<file path="src/rtl/triad_seq.sv">
// Triad test sequencer: resets a half-strip decoder, streams num_triads 3-bit triads
// into it and scores each one-hot response as pass, fail or timeout.
module triad_seq #(
  parameter int TIMEOUT = 8
) (
  input  logic       clock,
  input  logic       reset,
  input  logic       start,
  input  logic [7:0] num_triads,
  input  logic [3:0] persist,
  input  logic [3:0] h_strip,
  input  logic       triad_skip,
  output logic       triad,
  output logic       dec_reset,
  output logic [3:0] persist_o,
  output logic       busy,
  output logic       done,
  output logic [7:0] pass_cnt,
  output logic [7:0] fail_cnt,
  output logic [7:0] skip_cnt
);

  typedef enum logic [2:0] {IDLE, RST, SEND, WAIT, HOLD, GAP, DONE} state_t;

  localparam int CNT_W = 16;
  localparam logic [CNT_W-1:0] WAIT_LAST = CNT_W'(TIMEOUT - 1);

  state_t           state, state_n;
  logic [CNT_W-1:0] cnt, cnt_n;
  logic [4:0]       hold, hold_n;
  logic [7:0]       k, k_n, k_inc;
  logic [7:0]       num_q, num_n;
  logic [3:0]       persist_n;
  logic [7:0]       pass_n, fail_n, skip_n;
  logic             triad_n, dec_reset_n, busy_n, done_n;
  logic [3:0]       exp_hs;
  logic [4:0]       hold_max;
  logic [CNT_W-1:0] gap_last;

  function automatic logic [7:0] sat_inc(input logic [7:0] v);
    return (v == 8'hFF) ? v : v + 8'd1;
  endfunction

  assign exp_hs   = 4'b0001 << k[1:0];
  assign hold_max = {1'b0, persist_o} + 5'd1;
  assign gap_last = {12'd0, persist_o} + 16'd1;
  assign k_inc    = k + 8'd1;

  always_comb begin
    state_n   = state;
    cnt_n     = cnt;
    hold_n    = hold;
    k_n       = k;
    num_n     = num_q;
    persist_n = persist_o;
    pass_n    = pass_cnt;
    fail_n    = fail_cnt;
    skip_n    = (busy && triad_skip) ? sat_inc(skip_cnt) : skip_cnt;

    case (state)
      IDLE: begin
        if (start) begin
          state_n   = RST;
          cnt_n     = '0;
          hold_n    = '0;
          k_n       = '0;
          num_n     = num_triads;
          persist_n = persist;
          pass_n    = '0;
          fail_n    = '0;
          skip_n    = '0;
        end
      end
      RST: begin
        if (cnt == '0) begin
          cnt_n = 16'd1;
        end else begin
          cnt_n   = '0;
          state_n = (num_q == 8'd0) ? DONE : SEND;
        end
      end
      SEND: begin
        if (cnt == 16'd2) begin
          cnt_n   = '0;
          state_n = WAIT;
        end else begin
          cnt_n = cnt + 16'd1;
        end
      end
      WAIT: begin
        if (h_strip == exp_hs) begin
          hold_n  = 5'd1;
          cnt_n   = '0;
          state_n = HOLD;
        end else if (h_strip != 4'd0 || cnt == WAIT_LAST) begin
          fail_n  = sat_inc(fail_cnt);
          cnt_n   = '0;
          state_n = GAP;
        end else begin
          cnt_n = cnt + 16'd1;
        end
      end
      HOLD: begin
        // A match beyond persist+1 cycles means the decoder held too long.
        if (h_strip == 4'd0) begin
          if (hold == hold_max) pass_n = sat_inc(pass_cnt);
          else                  fail_n = sat_inc(fail_cnt);
          state_n = GAP;
        end else if (h_strip == exp_hs && hold != hold_max) begin
          hold_n = hold + 5'd1;
        end else begin
          fail_n  = sat_inc(fail_cnt);
          state_n = GAP;
        end
      end
      GAP: begin
        if (cnt == gap_last) begin
          cnt_n   = '0;
          k_n     = k_inc;
          state_n = (k_inc < num_q) ? SEND : DONE;
        end else begin
          cnt_n = cnt + 16'd1;
        end
      end
      DONE: begin
        state_n = IDLE;
      end
      default: begin
        state_n = IDLE;
      end
    endcase

    // Outputs are precomputed from the next state so they register in step with it.
    triad_n = 1'b0;
    if (state_n == SEND) begin
      if (cnt_n == '0)        triad_n = 1'b1;
      else if (cnt_n == 16'd1) triad_n = k_n[1];
      else                    triad_n = k_n[0];
    end
    dec_reset_n = (state_n == RST);
    busy_n      = (state_n != IDLE);
    done_n      = (state_n == DONE);
  end

  always_ff @(posedge clock) begin
    if (reset) begin
      state     <= IDLE;
      cnt       <= '0;
      hold      <= '0;
      k         <= '0;
      num_q     <= '0;
      persist_o <= '0;
      pass_cnt  <= '0;
      fail_cnt  <= '0;
      skip_cnt  <= '0;
      triad     <= 1'b0;
      dec_reset <= 1'b1;
      busy      <= 1'b0;
      done      <= 1'b0;
    end else begin
      state     <= state_n;
      cnt       <= cnt_n;
      hold      <= hold_n;
      k         <= k_n;
      num_q     <= num_n;
      persist_o <= persist_n;
      pass_cnt  <= pass_n;
      fail_cnt  <= fail_n;
      skip_cnt  <= skip_n;
      triad     <= triad_n;
      dec_reset <= dec_reset_n;
      busy      <= busy_n;
      done      <= done_n;
    end
  end

endmodule

</file>
<file path="config.mk">
export PLATFORM = sky130hd
export DESIGN_NAME = triad_seq
export DESIGN_NICKNAME = d
export VERILOG_FILES = /design/src/rtl/triad_seq.sv
export SDC_FILE = /design/constraint.sdc
export NUM_CORES = 1
export LEC_CHECK = 0
export ABC_AREA = 1
export BUFFER_PORTS_ARGS = -buffer_cell sky130_fd_sc_hd__buf_4
export CAP_MARGIN = 20
export CORE_ASPECT_RATIO = 0.75
export CORE_MARGIN = 2
export CORE_UTILIZATION = 35
export DETAILED_ROUTE_END_ITERATION = 10
export GPL_ROUTABILITY_DRIVEN = 1
export SLEW_MARGIN = 25
export SYNTH_ARGS = -nofsm -noshare
export SYNTH_HDL_FRONTEND = slang
export SYNTH_SLANG_ARGS = --single-unit
</file>
<file path="constraint.sdc">
create_clock -name clock -period 5.4 [get_ports clock]
set_input_delay 1.08 -clock clock [delete_from_list [all_inputs] [get_ports clock]]
set_output_delay 1.08 -clock clock [all_outputs]
set_load 0.1 [all_outputs]
</file>
# Yosys cells after proc, flatten, opt, wreduce, memory -nomap -nowiden
# Cells that the tools add are included.
[word_totals]
ff_bits = 72
inputBits = 20
output_inout_bits = 32
wordCells = 118
[classes]
addsub = 8
magnitude_cmp = 1
n_eq_ne = 30
shifts = 1
n_mux = 44
bitwise_logic = 1
n_reduce_logical = 19
[ops]
columns = ["operator", "count"]
rows = [
  ["$mux W8", 16],
  ["$mux W16", 5],
  ["$pmux W16 S5", 1],
  ["$add A8 B1 Y8 const B", 4],
  ["$logic_not A16 Y1", 2],
  ["$pmux W8 S2", 2],
  ["$mux W3", 10],
  ["$eq A8 B8 Y1 const B", 3],
  ["$pmux W8 S3", 1],
  ["$mux W5", 4],
  ["$ne A2 B2 Y1 const B", 10],
  ["$pmux W3 S6", 1],
  ["$add A16 B1 Y16 const B", 1],
  ["$eq A16 B1 Y1 const B", 1],
  ["$eq A16 B2 Y1 const B", 1],
  ["$eq A16 B3 Y1 const B", 1],
  ["$eq A16 B5 Y1", 1],
  ["$pmux W5 S3", 1],
  ["$add A4 B1 Y5 const B", 2],
  ["$reduce_and A5 Y1", 2],
  ["$eq A3 B2 Y1 const B", 3],
  ["$eq A3 B3 Y1 const B", 3],
  ["$logic_not A8 Y1", 1],
  ["$lt A8 B8 Y1", 1],
  ["20 further kinds", 27],
]

# Depth between registers and ports, before layout
# Gate-level depths: netlist (run 1).
[depth]
ltp_word = 9
ltp_mapped = 21
mapped_depth_nobuf = 20

# Worst setup path after synthesis (run 1)
# OpenSTA, ideal clock, no wires.
[synth_timing]
kind = "flip-flop to flip-flop"
startpoint = "register persist_o[0]"
endpoint = "register triad"
setup_time_ns = 0.112
arrival_time_ns = 2.694
t_required_ns = 5.288
setup_slack_ns = 2.594
stages_incl_launch_ff = 18
n_path_buf = 1
period_less_slack_ns = 2.806
path_cell_list = "dfxtp_1 ha_1 nand2_1 nand3_1 nand2_1 nor2_1 nand3_1 nand2_1 nand2_1 buf_6 nand2_1 nand2_1 nor2_2 nand2_1 nor2_2 a21oi_1 nor2_1 nor2_1"
[synth_between]
elab_chain_cells = 9
word_cells_on_any_way = 20
cone_classes = "add/sub: 2; eq/ne: 4; mux: 10; bitwise: 1; reduce/logical: 3"
[synth_rtl]
columns = ["element", "line", "rtl"]
rows = [
  ["start: declaration", "15", "output logic [3:0] persist_o,"],
  ["start signal: assignment", "166", "persist_o <= persist_n;"],
  ["branches (longest 9 deep; another with $add A4 B1 Y5)", "--", ""],
  ["end signal: assignment", "170", "triad <= triad_n;"],
  ["end: declaration", "13", "output logic triad,"],
]
# Several ways; the timed one is not identified. The select of a mux whose other input is x is not followed.
# A chain may end at the register's enable or synchronous reset.

# Final worst setup path (run 1)
[layout_timing]
startpoint = "input h_strip[1]"
endpoint = "register triad"
[layout_between]
elab_chain_cells = 8
word_cells_on_any_way = 20
cone_classes = "eq/ne: 3; mux: 10; bitwise: 1; reduce/logical: 6"
[layout_rtl]
columns = ["element", "line", "rtl"]
rows = [
  ["start: declaration", "11", "input logic [3:0] h_strip,"],
  ["$reduce_bool A4 Y1 / $eq A4 B4 Y1 (equally long branches)", "95, 91, 109", ""],
  ["$logic_or A1 B1 Y1 / $logic_and A1 B1 Y1 (equally long branches)", "95, 109", ""],
  ["$mux W16, or another cell as far along", "95", "end else if (h_strip != 4'd0 || cnt == WAIT_LAST) begin"],
  ["$mux W16, or another cell as far along", "91", "if (h_strip == exp_hs) begin"],
  ["$pmux W16 S5 / $pmux W3 S6 (equally long branches)", "60", "case (state)"],
  ["$eq A16 B1 Y1 / $eq A3 B2 Y1 (equally long branches)", "137, 135", ""],
  ["$mux W1 / $not A1 Y1 (equally long branches)", "--", ""],
  ["$mux W1 / $reduce_or A2 Y1 (equally long branches)", "--", ""],
]
# Several ways; a longest one is shown, not always the timed one.

==> results.md, run 1 <==
- DPL Wire Length: between 8000 and 9000 um
- Post-DR wirelength/cell: about 13 um
- Placed cell area: around 0.0051 sq mm
- Comb power frac: 0.252
- TritonCTS clock tree: done
- Worst Setup SP: h_strip[1]
- Final wirelength: between 10000 and 15000 um
- Initial antenna violation count: 0
- Main synth FF type: dfxtp_1
- Switching Fraction: 0.357
- P&R area growth vs syn: 17.8%
- Post-synth EDFFs: 0
- Setup TNS: 0 ns
- H-Tree Depth: 3
- Initial Utilization: 0.355
- Mean Syn Cell Area: approximately 6.5 sq um
- Die Ht: 103 um
- Worst Reg2Reg Path Length in Cells: 18
- Count leader, synth: nand2_1
- Worst rel slew slack: 0.581
- Clock Skew: between 0.003 and 0.004 ns
- Global-route usage over all layers: 0.178
- FP Rows: 36
- Slew @ Worst Pin: about 0.63 ns
- Congestion Overflow GR: 0
- Clk sinks: 72
- Seq/Total Area, Yosys: 0.316
- Final setup margin: between 2 and 2.5 ns
- Antenna cell count: 0
- Post-synth top cells: nand2_1, inv_1, nor2_1, dfxtp_1, a21oi_1
- Synth Cell Area: roughly 0.0046 sq mm
- Post-synth top area cell: dfxtp_1
- HP Class: reg2reg
- Die width: between 100 and 150 um
- Global-route wire length before repair: a little under 20000 um
- Setup violators final: 0
- Clock-pin transition on the worst setup and hold timing paths: about 0.060 ns
- Final Hold Viols: 0
- DR iter-0 viols: 287
- Clk root buf: clkbuf_16
- End of the worst register-to-register path: triad
- Die area: between 0.01 and 0.015 sq mm
- Number of max-cap violations: 0
- First-pass DRT Iterations: 4
- Min Tclk post-route: 3.03 ns
- Largest net degree at the start of global routing: 32
- Io pins: 52
- Status: finished clean
- CTS Buf Count: 9
- Post-Syn Instances: 704
- Post-layout instance area: roughly 0.0054 sq mm
- Highest Clock Rate: between 300 and 400 MHz
- DR vias/cell: about 4.8
- Vias in the first global route: 3951
- Worst Setup Start Kind: primary input
- Layout cells sized above 1: 0.144
- Post-layout nets: 792
- Critical Path Sink Type: flop
- RSZ-0062 raised after global routing: false
- Final core utilization: 0.419
- PwrDens: 288 mW/mm^2
- CTS resizes: 0
- Yosys top cell area share: 0.316
- Reg-to-Reg Start: cnt[0]
- R2r setup slk: 2.52 ns
- Place WS: around 2.1 ns
- Asr flop ratio synth: 0
- Final GP Congestion: ~0.9
- Critical Path Fanout Max: 11
- Static Leak: 2.48 nW
- Seq cells post-synth: slightly above 70
- DR DRC count: 0
- Tcrit/Tclk final: 0.560
- Peak supply drop: approximately 170 uV
- Internal power: about 0.001 W
- Critical Path RT: about 5.6 ns
- # hold bufs at CTS: 0
- Via Count: approximately 4400
- Setup crit end: triad
- Sw Pwr: ~0.00055 W
- Number of port buffers: 51
- Crit Path Class: in2reg
- Core area: ~0.013 sq mm
- Part of the power in the clock network: 0.363
- Syn_nets: 743
- Fill cell count: around 1400
- Final ANT Viol Nets: 0
- Hold_ws: between 0.4 and 0.5 ns
- Synth area leaders: dfxtp_1, nand2_1, inv_1, nor2_1, a21oi_1
- Synth warn: 0
- Netlist cell types: 41
- Seq pwr share: 0.385
- Final slew viol count: 0
- Crit path DAT: 3.25 ns
- Clock Tree Buf Depth: 2
- Clk_lat worst skew: around 0.33 ns
- Post-CTS Setup Inserts: 0
[routing by layer]
metal  track usage  wire length, um  up-vias
met4        0.0521              144        0
met5             0                0        -
met3        0.0374              642       11
li1              -                -     2347
met2         0.247             4510      134
met1         0.274             6490     1946
[area by class of cell]
cell class | count | area (sq um) | share of cell area
sequential | 72 | 1440 | 0.268
clock buffer | 12 | 256 | 0.0477
multi-input combinational | 512 | 2640 | 0.491
inverter | 105 | 394 | 0.0734
tap | 171 | 214 | 0.0398
timing repair buffer | 53 | 398 | 0.0741
clock inverter | 4 | 28.8 | 0.00536
[per-stage QoR]
step,power [W],instances
floorplan,0.000906,704
global placement,0.000996,913
detailed placement,0.000996,913
CTS,0.00157,929
global route,0.00163,929
finish,0.00155,929
[cell families after synthesis]
group | count (synthesis) | synth area share
simple gates | 374 | 0.363
buf+inv | 120 | 0.105
compound gates | 92 | 0.112
flops | 72 | 0.316
xor+xnor | 27 | 0.0519
fa+ha+maj | 19 | 0.0521
[critical path, stage by stage]
cell     delay [ns]
buf_4          0.11
inv_1          0.06
nand2_1        0.05
nor3_1         0.40
nand2_2        0.18
nor2_1         0.20
nor2_2         0.05
nand2_1        0.42
a21oi_2        0.14
nor2_1         0.13
nand2_1        0.07
nor2_2         0.10
a21oi_1        0.07
nor2_1         0.13
nor2_1         0.04
[registers in the layout, summed over array words and instances, names as in the netlist, 3 cells and up]
register,cells
skip_cnt,8
k,8
persist_o,4
state,3
cnt,16
hold,5
pass_cnt,8
fail_cnt,8
num_q,8
[layout by cell type, fill, tap and decap left out, types with 7 or more instances in the layout]
cell type	count
a21oi_1	52
buf_4	53
clkbuf_16	9
dfxtp_1	72
ha_1	19
inv_1	99
nand2_1	178
nand2_2	14
nand3_1	41
nand4_1	20
nor2_1	77
nor2_2	13
nor3_1	12
o21ai_0	25
xnor2_1	7
xor2_1	20
[worst min path at each step]
stage	start	endpoint	depth (start not counted)
after floorplan	num_q[0]	num_q[0]	2
after global placement	k[7]	k[7]	2
after detailed placement	pass_cnt[4]	pass_cnt[4]	2
after CTS	pass_cnt[4]	pass_cnt[4]	2
after global routing	num_q[5]	num_q[5]	2
final	pass_cnt[4]	pass_cnt[4]	2
[power groups by stage]
| stage | combinational, W | sequential, W | clock [W] |
|---|---|---|---|
| floorplan | 0.000170 | 0.000736 | 0 |
| global placement | 0.000388 | 0.000608 | 0 |
| detailed placement | 0.000388 | 0.000607 | 0 |
| CTS | 0.000390 | 0.000596 | 0.000579 |
| global route | 0.000426 | 0.000602 | 0.000599 |
| finish | 0.000390 | 0.000597 | 0.000562 |
Power figures use the tool's default switching activity.
==> inputs of run 2 (changes only) <==
==> constraint.sdc (replaced) <==
create_clock -name clock -period 2.8 [get_ports clock]
set_input_delay 0.56 -clock clock [delete_from_list [all_inputs] [get_ports clock]]
set_output_delay 0.56 -clock clock [all_outputs]
set_load 0.1 [all_outputs]
==> run 2 against run 1 <==
Non-clock buffer count increased by 10. Clock skew up 0.0017 ns. Total power grew 99%. Die area is the same. Clock-buffer cell count is 1 higher. Critical endpoint unchanged.
==> results.md, run 2 (synthesis gave the netlist of run 1 again) <==
- RSZ-0062 raised after global routing: false
- Most common cell after layout, fill and taps aside: nand2_1
- Hold path depth: 2 (unchanged)
- CP most frequent cell: nand2_1
- Inst Count DP: 923 (+1.1%)
- First-pass DRT Iterations: 5 (+1)
- Core area: 0.0128 sq mm (unchanged)
- Global-route wire length before repair: 19900 um (+1.7%)
- Min Tclk post-route: ~2.5 ns
- H-Tree Depth: 3 (unchanged)
- Final GP Congestion: 0.861 (-3.8%)
- End of the worst register-to-register path: triad
- Final wirelength: 11900 um (+1.3%)
- Via Count: 4454 (+0.36%)
- Setup TNS: 0 ns (unchanged)
- Clk_lat worst skew: 0.33 ns (about the same)
- Die width: 136 um (unchanged)
- Global-route usage over all layers: 0.182 (+0.00351)
- Clk root buf: clkbuf_16
- DPL Wire Length: 9130 um (+2.8%)
- CP Cell Sequence: ha_1 -> inv_1 -> nand2_2 -> nand2_1 -> nand2_1 -> nand2_1 -> nor2_1 -> nand3_1 -> inv_1 -> nand2_1 -> inv_1 -> nor4_1 -> nor3_1 -> nand4_1 -> nor2_1
- Setup violators final: 0 (unchanged)
- Final Hold Viols: 0 (unchanged)
- Highest Clock Rate: about 400 MHz
- Crit path DAT: 2.76 ns (-0.49 ns)
- Die Ht: 103 um (unchanged)
- HP Class: reg2reg
- Reg-to-Reg Start: persist_o[0]
- Status: finished clean
- CTS Buf Count: 9 (unchanged)
- Post-DR wirelength/cell: 12.7 um (+0.33%)
- Critical Path Fanout Max: 8 (-3)
- TritonCTS clock tree: done
- Tcrit/Tclk final: 0.888
- Final total power: 0.00308 W (+99%)
- Final ANT Viol Nets: 0 (unchanged)
- Critical Path RT: 3.07 ns (-2.55 ns)
- Io pins: 52 (unchanged)
- Worst rel slew slack: 0.588 (+0.00706)
- DR iter-0 viols: 257 (-10%)
- Worst Reg2Reg Path Length in Cells: 15 (-3)
- Largest Register: cnt
- Static Leak: 2.54 nW (+2.5%)
- DR vias/cell: 4.75 (-0.60%)
- Worst Setup Start Kind: flop
- Number of max-cap violations: 0 (unchanged)
- FP Rows: 36 (unchanged)
- Slew @ Worst Pin: 0.616 ns (-0.0106 ns)
- Hold wc startpoint: pass_cnt[4]
- Largest net degree at the start of global routing: 29 (-9.4%)
- Number of port buffers: 51 (unchanged)
- Die area: 0.0140 sq mm (unchanged)
- Post-route insts no fill: 938 (+0.97%)
- Clock-pin transition on the worst setup and hold timing paths: 0.06 ns (about the same)
- Most frequent cells in the layout: nand2_1, inv_1, nor2_1, dfxtp_1, buf_4
- P&R area growth vs syn: 20.0%
- DR DRC count: 0 (unchanged)
- Max reg flops: 16 (unchanged)
- Area occupied by multi-input gates: 0.00265 sq mm (+0.28%)
- CTS resizes: 0 (unchanged)
- Clk sinks: 72 (unchanged)
- Antenna cell count: 0 (unchanged)
- Peak supply drop: 296 uV (+72%)
- Post-layout nets: 802 (+1.3%)
- Hold Crit Endpoint: pass_cnt[4]
- # hold bufs at CTS: 0 (unchanged)
- Crit Path Class: reg2reg
- CP max stage cell: dfxtp_2
- Clock Tree Buf Depth: 2 (unchanged)
- Post-CTS Setup Inserts: 0 (unchanged)
- Final slew viol count: 0 (unchanged)
- Vias in the first global route: 3956 (+0.13%)
- Congestion Overflow GR: 0 (unchanged)
- Initial antenna violation count: 0 (unchanged)
- Layout cells sized above 1: 0.159 (+0.0153)
- Initial Utilization: 0.355 (unchanged)
- Clock Skew: 0.00562 ns (+0.00174 ns)
- R2r setup slk: 0.31 ns (-2.21 ns)
- Register Area: 0.00144 sq mm (+0.17%)
- Fill cell count: 1381 (+0.66%)
- CP max stage delay: 0.44 ns (+0.02 ns)
- PwrDens: 562 mW/mm^2 (+95%)
- Critical Path Sink Type: flop
run 2: worst max path at each step:
stage / slack (ns) / from / to
after floorplan: 0.03 / persist_o[1] / triad
after global placement: 0.31 / k[0] / triad
after detailed placement: 0.25 / k[0] / triad
after CTS: 0.23 / k[0] / triad
after global routing: 0.04 / cnt[1] / triad
final: 0.31 / persist_o[0] / triad
run 2: layout make-up:
cell class | instances | area share
multi-input combinational | 512 | 0.484
sequential | 72 | 0.264
tap | 171 | 0.0391
timing repair buffer | 63 | 0.0864
inverter | 105 | 0.0720
clock inverter | 2 | 0.00709
clock buffer | 13 | 0.0476
run 2: metal layers:
| layer | share of wire | up-vias | track usage |
|---|---|---|---|
| met5 | 0 | - | 0 |
| met4 | 0.014 | 0 | 0.0529 |
| met3 | 0.057 | 13 | 0.0447 |
| met2 | 0.38 | 112 | 0.252 |
| met1 | 0.55 | 1956 | 0.275 |
| li1 | - | 2373 | - |
run 2: stage by stage:
stage	cell area, sq um	setup WS (ns)	util	hold WS (ns)
after floorplan	4560	0.0327	-	0.445
after global placement	5160	0.310	0.402	0.468
after detailed placement	5160	0.251	0.402	0.467
after CTS	5460	0.227	0.426	0.477
after global routing	5470	0.0365	0.426	0.496
final	5470	0.313	0.426	0.471
run 2: power breakdown:
part | total, W | switching, W | internal, W
Sequential | 0.00115 | 0.0000598 | 0.00109
Clock | 0.00115 | 0.000418 | 0.000735
Combinational | 0.000777 | 0.000575 | 0.000201
run 2: worst max-delay path: cells and delay by family (launching register included):
| family | cells | cell delay [ns] |
|---|---|---|
| DFF | 1 | 0.44 |
| adders and majority gates | 1 | 0.25 |
| buffers and inverters | 3 | 0.46 |
| and+or+nand+nor | 11 | 1.27 |
==> inputs of run 3 (changes only) <==
--- a/config.mk
+++ b/config.mk
@@ -5,14 +5,14 @@
 export SDC_FILE = /design/constraint.sdc
 export NUM_CORES = 1
 export LEC_CHECK = 0
-export ABC_AREA = 1
 export BUFFER_PORTS_ARGS = -buffer_cell sky130_fd_sc_hd__buf_4
 export CAP_MARGIN = 20
 export CORE_ASPECT_RATIO = 0.75
 export CORE_MARGIN = 2
-export CORE_UTILIZATION = 35
+export CORE_UTILIZATION = 59
 export DETAILED_ROUTE_END_ITERATION = 10
 export GPL_ROUTABILITY_DRIVEN = 1
+export PLACE_DENSITY = 0.85
 export SLEW_MARGIN = 25
 export SYNTH_ARGS = -nofsm -noshare
 export SYNTH_HDL_FRONTEND = slang
==> run 3 against run 2 <==
Clock power is 20% lower. Combinational power decreased by 24%. Core utilization grew 30 points. Final cell count shrank 23%. Routed wire length fell by 3.4%. Sequential power is 3% lower. Clock-buffer cell count down 3. Sequential share of layout area rose by 1.1 points. Flip-flop and latch count stayed put. Synthesized cell count down 21%. Global-route usage up 11 points. Register-to-register slack lost 0.22 ns. Highest routed layer unchanged.
==> results.md, run 3 <==
- Status: finished clean
- Hold_ws: 0.429 ns (-0.0415 ns)
- Yosys top cell area share: 0.329 (+0.0131)
- Antenna cell count: 0 (unchanged)
- Seq cells post-synth: 72 (unchanged)
- Post-synth EDFFs: 0 (unchanged)
- Number of max-cap violations: 0 (unchanged)
- Largest Register: cnt
- Sw Pwr: 0.000854 W (-19%)
- Post-Syn Instances: 554 (-21%)
- DR DRC count: 0 (unchanged)
- Seq/Total Area, Yosys: 0.329 (+0.0131)
- Post-DR wirelength/cell: 16.0 um (+25%)
- First-pass DRT Iterations: 5 (unchanged)
- Clk_lat worst skew: 0.37 ns (+0.04 ns)
- Synth warn: 0 (unchanged)
- Core area: 0.00726 sq mm (-43%)
- Part of the power in the clock network: 0.352 (-0.023)
- TritonCTS clock tree: done
- Final wirelength: 11500 um (-3.4%)
- Comb power frac: 0.224 (-0.029)
- Final ANT Viol Nets: 0 (unchanged)
- P&R area growth vs syn: 20.3%
- Final slew viol count: 0 (unchanged)
- Worst Setup Start Kind: flop
- CTS Buf Count: 9 (unchanged)
- DR iter-0 viols: 309 (+20%)
- Slew @ Worst Pin: 0.585 ns (-0.0313 ns)
- Clock-pin transition on the worst setup and hold timing paths: 0.08 ns (+0.02 ns)
- Fill cell count: 548 (-60%)
- Clock Skew: 0.00846 ns (+0.00284 ns)
- Post-synth top cells: dfxtp_1, nor2_1, a21oi_1, nand2_1, o21ai_0
- Tcrit/Tclk final: 0.967 (+0.0790)
- Vias in the first global route: 4143 (+4.7%)
- Mean Syn Cell Area: 7.90 sq um (+22%)
- Post-route insts no fill: 723 (-23%)
- Place WS: 0.0876 ns (-0.163 ns)
- Io pins: 52 (unchanged)
- Clk sinks: 72 (unchanged)
- Inst Count DP: 703 (-24%)
- Post-synth top area cell: dfxtp_1
- Peak supply drop: 317 uV (+7.0%)
- Switching Fraction: 0.326 (-0.0163)
- Clk root buf: clkbuf_8
- FP Rows: 27 (-25%)
- Static Leak: 2.06 nW (-19%)
- Die area: 0.00813 sq mm (-42%)
- Most frequent cells in the layout: buf_4, dfxtp_1, nor2_1, a21oi_1, nand2_1
- Count leader, synth: dfxtp_1
- Number of port buffers: 51 (unchanged)
- Internal power: 0.00177 W (-13%)
- Critical Path Fanout Max: 8 (unchanged)
- Final GP Congestion: 0.966 (+12%)
- Initial antenna violation count: 0 (unchanged)
- Syn_nets: 593 (-20%)
- Synth Cell Area: 0.00438 sq mm (-4.0%)
- Die Ht: 78.6 um (-24%)
- Global-route usage over all layers: 0.292 (+0.110)
- Post-layout nets: 657 (-18%)
- Critical Path Sink Type: flop
- Congestion Overflow GR: 0 (unchanged)
- Final setup margin: 0.0920 ns (-0.221 ns)
- Highest Clock Rate: 369 MHz (-8.2%)
- Setup violators final: 0 (unchanged)
- Die width: 103 um (-24%)
- Crit path DAT: 2.97 ns (+0.21 ns)
- Final Hold Viols: 0 (unchanged)
- Most common cell after layout, fill and taps aside: buf_4
- Final core utilization: 0.725 (+0.299)
- Min Tclk post-route: 2.71 ns (+0.221 ns)
- DR vias/cell: 6.07 (+28%)
- H-Tree Depth: 3 (unchanged)
- Crit Path Class: reg2reg
- Layout cells sized above 1: 0.215 (+0.0564)
- Clock Tree Buf Depth: 2 (unchanged)
- Max reg flops: 16 (unchanged)
- Seq pwr share: 0.424 (+0.051)
- Via Count: 4390 (-1.4%)
- Critical Path RT: 3.06 ns (about the same)
- DPL Wire Length: 8270 um (-9.4%)
- HP Class: in2reg
- Largest net degree at the start of global routing: 29 (unchanged)
- Worst rel slew slack: 0.608 (+0.0203)
- Synth area leaders: dfxtp_1, a21oi_1, ha_1, nor2_1, xor2_1
- Netlist cell types: 63 (+54%)
- Setup TNS: 0 ns (unchanged)
- PwrDens: 497 mW/mm^2 (-12%)
- Main synth FF type: dfxtp_1
- Initial Utilization: 0.603 (+0.248)
- Global-route wire length before repair: 19000 um (-4.6%)
- Asr flop ratio synth: 0 (unchanged)
[run 3: path summary, 6_finish.rpt]
kind / startpoint / to / slack [ns] / cells after the start
worst min-delay path: persist[1] / persist_o[1] / 0.43 / 3
worst max register to register: k[0] / hold[4] / 0.09 / 11
worst min register to register: num_q[1] / num_q[1] / 0.48 / 2
worst max-delay path: k[0] / hold[4] / 0.09 / 11
[run 3: stage by stage]
stage          power, W  area (sq um)
2_1_floorplan   0.00153          4380
3_5_place_dp    0.00170          4980
5_1_grt         0.00272          5270
6_report        0.00262          5270
3_3_place_gp    0.00168          4980
4_1_cts         0.00260          5190
[run 3: kinds of logic after synthesis]
kind of cell | Yosys count | share of synthesized area
AOI/OAI and AO/OA | 128 | 0.183
xor gates and xnor gates | 37 | 0.0740
muxes | 4 | 0.00914
buffers and inverters | 54 | 0.0531
DFF | 72 | 0.329
and+or+nand+nor | 240 | 0.298
adders and majority gates | 19 | 0.0543
[run 3: repair_timing]
item                       CTS  global route
hold endpoints to repair     0             0
gates resized for setup      0            11
setup buffers                0             4
hold buffers                 0             0
setup endpoints to repair    0            17
[run 3: final cells by class]
class | count | area (sq um) | area share
clock inverters | 5 | 81.3 | 0.0154
well taps | 101 | 126 | 0.0240
inverters | 21 | 78.8 | 0.0150
multi-input cells | 429 | 2750 | 0.523
clock buffers | 10 | 128 | 0.0242
flip-flops and latches | 72 | 1450 | 0.275
repair buffers | 85 | 651 | 0.124
[run 3: worst max-delay path: stages, from the launching register on]
cell and delay [ns]:
dfxtp_1 0.39, inv_1 0.08, ha_1 0.21, xor2_1 0.14, nor4_1 0.34, buf_4 0.18, and2_1 0.13, a22oi_1 0.12
a21oi_2 0.38, nand4_1 0.18, xor2_1 0.19, a211oi_1 0.28
[run 3: power groups by stage]
stage	clock network, W	logic [W]	registers [W]
after CTS	0.000926	0.000566	0.00111
after global routing	0.000961	0.000639	0.00112
after floorplan	0	0.000296	0.00123
final	0.000922	0.000587	0.00111
after global placement	0	0.000550	0.00113
after detailed placement	0	0.000563	0.00113
[run 3: routing by layer]
layer | wire length [um] | GRT usage
met5 | 0 | 0
met4 | 197 | 0.0987
met3 | 778 | 0.0766
met2 | 5240 | 0.446
met1 | 5320 | 0.397
